--- config.mk ---
export PLATFORM = sky130hd
export DESIGN_NAME = axi_read_arbiter
export DESIGN_NICKNAME = d
export VERILOG_FILES = /design/src/rtl/axi_read_arbiter.sv
export SDC_FILE = /design/constraint.sdc
export NUM_CORES = 1
export LEC_CHECK = 0
export CAP_MARGIN = 10
export CORE_AREA = 2 2 171 173
export CTS_CLUSTER_SIZE = 20
export DETAILED_ROUTE_END_ITERATION = 16
export DIE_AREA = 0 0 173 175
export HOLD_SLACK_MARGIN = 0.12
export PLACE_DENSITY = 0.65
export SLEW_MARGIN = 20
export SYNTH_ARGS = -nofsm -noshare
export SYNTH_HDL_FRONTEND = slang
export SYNTH_SLANG_ARGS = --single-unit
--- constraint.sdc ---
create_clock -name clk -period 1.5 [get_ports clk]
set_input_delay 0.15 -clock clk [delete_from_list [all_inputs] [get_ports clk]]
set_output_delay 0.15 -clock clk [all_outputs]
set_load 0.02 [all_outputs]
--- src/rtl/axi_read_arbiter.sv ---
// rtl/axi_read_arbiter.sv - round-robin burst arbiter sharing one AXI4 read port between two requesters
module axi_read_arbiter #(
  parameter int ADDR_WIDTH = 64,
  parameter int DATA_WIDTH = 64
) (
  input  logic                  clk,
  input  logic                  reset,

  input  logic                  s0_arvalid,
  output logic                  s0_arready,
  input  logic [ADDR_WIDTH-1:0] s0_araddr,
  input  logic [7:0]            s0_arlen,
  input  logic [2:0]            s0_arsize,
  input  logic [1:0]            s0_arburst,
  output logic                  s0_rvalid,
  input  logic                  s0_rready,
  output logic [DATA_WIDTH-1:0] s0_rdata,
  output logic                  s0_rlast,

  input  logic                  s1_arvalid,
  output logic                  s1_arready,
  input  logic [ADDR_WIDTH-1:0] s1_araddr,
  input  logic [7:0]            s1_arlen,
  input  logic [2:0]            s1_arsize,
  input  logic [1:0]            s1_arburst,
  output logic                  s1_rvalid,
  input  logic                  s1_rready,
  output logic [DATA_WIDTH-1:0] s1_rdata,
  output logic                  s1_rlast,

  output logic                  m_axi_arvalid,
  input  logic                  m_axi_arready,
  output logic [ADDR_WIDTH-1:0] m_axi_araddr,
  output logic [7:0]            m_axi_arlen,
  output logic [2:0]            m_axi_arsize,
  output logic [1:0]            m_axi_arburst,
  input  logic                  m_axi_rvalid,
  output logic                  m_axi_rready,
  input  logic [DATA_WIDTH-1:0] m_axi_rdata,
  input  logic                  m_axi_rlast,

  output logic                  busy,
  output logic                  grant_id,
  output logic                  rlast_err
);

  typedef enum logic [1:0] {
    IDLE = 2'd0,
    ADDR = 2'd1,
    DATA = 2'd2
  } state_t;

  state_t                state;
  logic                  last_grant;
  logic [ADDR_WIDTH-1:0] addr_q;
  logic [7:0]            len_q;
  logic [2:0]            size_q;
  logic [1:0]            burst_q;
  logic [8:0]            beat_cnt;

  logic                  idle_ok;
  logic                  s0_win;
  logic                  s1_win;
  logic                  in_data;
  logic                  owner_rready;
  logic                  r_hs;
  logic                  cnt_at_len;

  // Grants are only offered while idle and out of reset, so arready never pulses mid-burst.
  assign idle_ok = (state == IDLE) && !reset;
  assign s0_win  = idle_ok && s0_arvalid && (!s1_arvalid || last_grant);
  assign s1_win  = idle_ok && s1_arvalid && !s0_win;

  assign s0_arready = s0_win;
  assign s1_arready = s1_win;

  assign m_axi_araddr  = addr_q;
  assign m_axi_arlen   = len_q;
  assign m_axi_arsize  = size_q;
  assign m_axi_arburst = burst_q;

  // R channel is a pure combinational steer towards the burst owner.
  assign in_data      = (state == DATA);
  assign owner_rready = grant_id ? s1_rready : s0_rready;
  assign m_axi_rready = in_data && owner_rready;
  assign r_hs         = m_axi_rvalid && m_axi_rready;
  assign cnt_at_len   = (beat_cnt == {1'b0, len_q});

  assign s0_rvalid = in_data && !grant_id && m_axi_rvalid;
  assign s0_rdata  = (in_data && !grant_id) ? m_axi_rdata : '0;
  assign s0_rlast  = in_data && !grant_id && m_axi_rlast;

  assign s1_rvalid = in_data && grant_id && m_axi_rvalid;
  assign s1_rdata  = (in_data && grant_id) ? m_axi_rdata : '0;
  assign s1_rlast  = in_data && grant_id && m_axi_rlast;

  always_ff @(posedge clk) begin
    if (reset) begin
      state         <= IDLE;
      last_grant    <= 1'b1;
      grant_id      <= 1'b0;
      addr_q        <= '0;
      len_q         <= '0;
      size_q        <= '0;
      burst_q       <= '0;
      beat_cnt      <= '0;
      rlast_err     <= 1'b0;
      busy          <= 1'b0;
      m_axi_arvalid <= 1'b0;
    end else begin
      case (state)
        IDLE: begin
          if (s0_win || s1_win) begin
            addr_q        <= s1_win ? s1_araddr  : s0_araddr;
            len_q         <= s1_win ? s1_arlen   : s0_arlen;
            size_q        <= s1_win ? s1_arsize  : s0_arsize;
            burst_q       <= s1_win ? s1_arburst : s0_arburst;
            grant_id      <= s1_win;
            last_grant    <= s1_win;
            beat_cnt      <= '0;
            busy          <= 1'b1;
            m_axi_arvalid <= 1'b1;
            state         <= ADDR;
          end
        end
        ADDR: begin
          if (m_axi_arready) begin
            m_axi_arvalid <= 1'b0;
            state         <= DATA;
          end
        end
        DATA: begin
          if (r_hs) begin
            beat_cnt <= beat_cnt + 9'd1;
            // Flag rlast arriving early, or the expected last beat arriving without it.
            if (m_axi_rlast != cnt_at_len) begin
              rlast_err <= 1'b1;
            end
            if (m_axi_rlast) begin
              busy  <= 1'b0;
              state <= IDLE;
            end
          end
        end
        default: begin
          busy          <= 1'b0;
          m_axi_arvalid <= 1'b0;
          state         <= IDLE;
        end
      endcase
    end
  end

endmodule

==> flow_summary.json, run 1 <==
{
  "status": "finished, violations left",
  "violations": "negative setup slack",
  "area_growth_pct": 148,
  "power_frac_comb_pct": 38.0,
  "dr_total_vias": 7357,
  "drive_gt1_share_pct": 36.7,
  "ctsHoldBuffers": 0,
  "synth_top_cell_by_area": "dfxtp_1",
  "num_rows": 62,
  "cap_violations": 0,
  "p_clk_share_pct": 29.1,
  "seqPwrFrac_pct": 32.9,
  "io_pins": 443,
  "critPathTopFamily": "buffers and inverters",
  "syn_avg_cell_area_um2": 7.51,
  "num_antenna_cells": 0,
  "grt_pass1_wl_um": 40900,
  "nets": 1439,
  "holdPathStages": 3,
  "fill_cells": 2710,
  "drt_first_iter_violations": 303,
  "synth.net_count": 919,
  "hold_path_class": "in2reg",
  "mappedNetlistArea_um2": 5190,
  "cts_sinks": 93,
  "p_total_mw": 8.56,
  "finalSetupViolations": 223,
  "vias_per_cell": 4.60,
  "worst_path_largest_cell_delay_ps": 350,
  "multi_input_area_um2": 3490,
  "drc": 0,
  "crit_type": "reg2out",
  "wire_per_inst_um": 20.5,
  "swShare_pct": 32.2,
  "startpoint_type": "flop",
  "first_pass_iters": 7,
  "numCtsBuffers": 9,
  "fin_worst_skew_ps": 10.9,
  "rr_endpoint": "m_axi_araddr[18]",
  "path_max_fanout": 8,
  "dpl.hpwl_um": 21500,
  "finalHoldViolations": 0,
  "first_global_vias": 6593,
  "min_to": "m_axi_araddr[56]",
  "die_area_um2": 30300,
  "cpMostUsedCell": "buf_6",
  "fin_ws_ps": -294,
  "drv_slew": 0,
  "yosysTopAreaCellShare_pct": 35.9,
  "portBuffers": 442,
  "switchingPower_mw": 2.75,
  "crit_required_ps": 1350,
  "yosysSeqAreaShare_pct": 35.9,
  "seqCellArea_um2": 1870,
  "worstMarginPinSlew_ps": 651,
  "ys_top_cells_by_area": "dfxtp_1 36%, and2_1 16%, a311oi_1 13%",
  "arrival_ps": 1640,
  "final_util_pct": 45.3,
  "cts_root_buf": "clkbuf_16",
  "grt_max_degree": 51,
  "period_needed_ps": 1790,
  "layout_commonest_cell": "clkdlybuf4s50_1",
  "yosysWarnings": 0,
  "routed_wl_um": 32800,
  "rrSetupSlack_ps": -250,
  "rsz0062_at_grt": "true",
  "hp-start": "s0_araddr[56]",
  "r2r_cells": 8,
  "layout_common_cells": "250 x clkdlybuf4s50_1, 147 x buf_6, 121 x and2_4",
  "worstPathCellList": "inv_4 > nor3_4 > buf_6 > buf_12 > buf_6 > and2_4 > buf_6",
  "crit_buf_inv": 5,
  "cts_max_level": 3,
  "ys_types": 42,
  "place.gp.congestion": 0.851,
  "period_share_pct": 120,
  "ant_nets": 0,
  "core-area_um2": 28400,
  "power_density_nw_per_um2": 666,
  "clockBufferDepth": 2,
  "clk_pin_slew_worst_paths_ps": 80,
  "r2r_start": "state[1]",
  "die_y_um": 175,
  "slew_headroom_pct": 56.6,
  "grt_usage_pct": 17.7,
  "crit_slowest_cell": "dfxtp_2",
  "start_util_pct": 18.3,
  "syn_inst": 691,
  "cts_tree": "done",
  "end_kind": "output pin",
  "gr-total-overflow": 0,
  "die_width_um": 173,
  "leakage_nw": 6.10,
  "intPower_mw": 5.80,
  "antenna_found_initial": 1,
  "synth_seq_cells": 93,
  "max_freq_mhz": 557,
  "ir_drop_v": 0.000547,
  "clk_latency_ps": 350
}
-- how the worst max path moves through the flow --
stage                           from               end  cells past startpoint
after floorplan             state[1]    m_axi_arlen[5]                      7
after global placement    s1_arvalid        s1_arready                      5
after detailed placement  s0_arvalid  m_axi_araddr[42]                      6
after CTS                   state[1]      s0_rdata[57]                      6
after global routing        state[1]      s0_rdata[53]                      7
final                       state[1]      s0_rdata[53]                      7
-- layout make-up --
cell class | instances | area share [%]
clock buffer | 9 | 1.75
multi-input combinational | 527 | 27.1
sequential | 93 | 14.6
tap | 384 | 3.74
timing repair buffer | 576 | 52.0
clock inverter | 7 | 0.711
inverter | 4 | 0.136
-- cells by family (layout without fill, tap and decap cells) --
group | after synthesis | after routing | share of synthesized area (%)
flops | 93 | 93 | 35.9
mux | 2 | 2 | 0.410
simple gates | 416 | 416 | 40.1
fa+ha+maj | 1 | 1 | 0.241
buf+inv | 71 | 596 | 5.71
compound gates | 95 | 95 | 15.5
xor+xnor | 13 | 13 | 2.19
-- timing repair --
item,4_1_cts,5_1_grt
setup buffers,8,23
pin swaps,3,115
gates resized for setup,605,346
endpoints found under the setup margin,247,282
cloned,7,28
-- worst reg2reg max path, cell delays in order (launching register included) --
cell and delay (ps):
dfxtp_2 340, buf_4 160, nor3_4 210, buf_6 150, and2_4 200, buf_12 180
clkbuf_16 180, nor2_1 40, a311oi_1 220
-- power groups by stage --
| stage | Combinational [mW] | Clock [mW] | Sequential (mW) |
|---|---|---|---|
| floorplan | 0.842 | 0 | 3.11 |
| global placement | 2.65 | 0 | 2.87 |
| detailed placement | 2.66 | 0 | 2.88 |
| CTS | 2.74 | 2.58 | 2.82 |
| global route | 3.44 | 2.66 | 2.84 |
| finish | 3.25 | 2.49 | 2.82 |
-- cells in the mapped netlist --
cell type and count:
inv_2 2, nor2_1 91, a21boi_2 1, a22oi_2 1, nor4_1 3, or2_1 1, mux2_2 1, dfxtp_1 93
clkbuf_1 42, nor3_1 3, o31ai_1 2, and3b_1 1, and2_1 133, a22oi_1 2, mux2i_1 1, buf_2 24
nand3b_1 1, and4_1 1, nor3_4 1, and3_1 1, ha_1 1, nand4_1 2, nand2b_1 2, a211oi_1 1
a22o_1 1, nor4b_1 3, a21boi_1 1, xnor2_1 4, a21o_1 1, or4_1 2, a31oi_1 1, buf_1 1
xor2_1 9, nand3_1 80, o21ai_0 1, nand4b_1 1, nor3b_1 1, inv_1 2, or2_2 1, nand2_1 88
a311oi_1 78, a21oi_1 5
-- state kept, by name, summed over array words and instances (netlist names) --
name / flops
last_grant: 1
beat_cnt: 9
rlast_err: 1
state: 2
m_axi_arburst: 2
m_axi_arlen: 8
busy: 1
m_axi_araddr: 64
grant_id: 1
m_axi_arvalid: 1
m_axi_arsize: 3
-- per-layer routing --
metal,wire (µm),GRT usage (%),vias to the layer above
met5,13,0,-
li1,-,-,3460
met2,17100,33.5,361
met4,925,4.45,2
met1,12500,19.5,3476
met3,2190,4.53,58
-- per-stage QoR --
| step | hold WS, ps | TNS, ps | worst slack [ps] | area, µm² | cells |
|---|---|---|---|---|---|
| after CTS | 342 | -52480 | -344 | 11300 | 1550 |
| final | 359 | -45150 | -294 | 12900 | 1600 |
| after global placement | 452 | -55350 | -329 | 10700 | 1519 |
| after global routing | 354 | -59680 | -351 | 12900 | 1600 |
| after detailed placement | 458 | -62220 | -373 | 10700 | 1519 |
| after floorplan | 312 | -1630 | -27.7 | 5320 | 691 |
Note: power is estimated with default switching activity, not from simulation.
==> inputs of run 2 (changes only) <==
ABC_CLOCK_PERIOD_IN_PS = 1500   (was default)
CAP_MARGIN = default   (was 10)
==> results of run 2 <==
No change in the layout: final DEF, timing and power equal those of run 1.
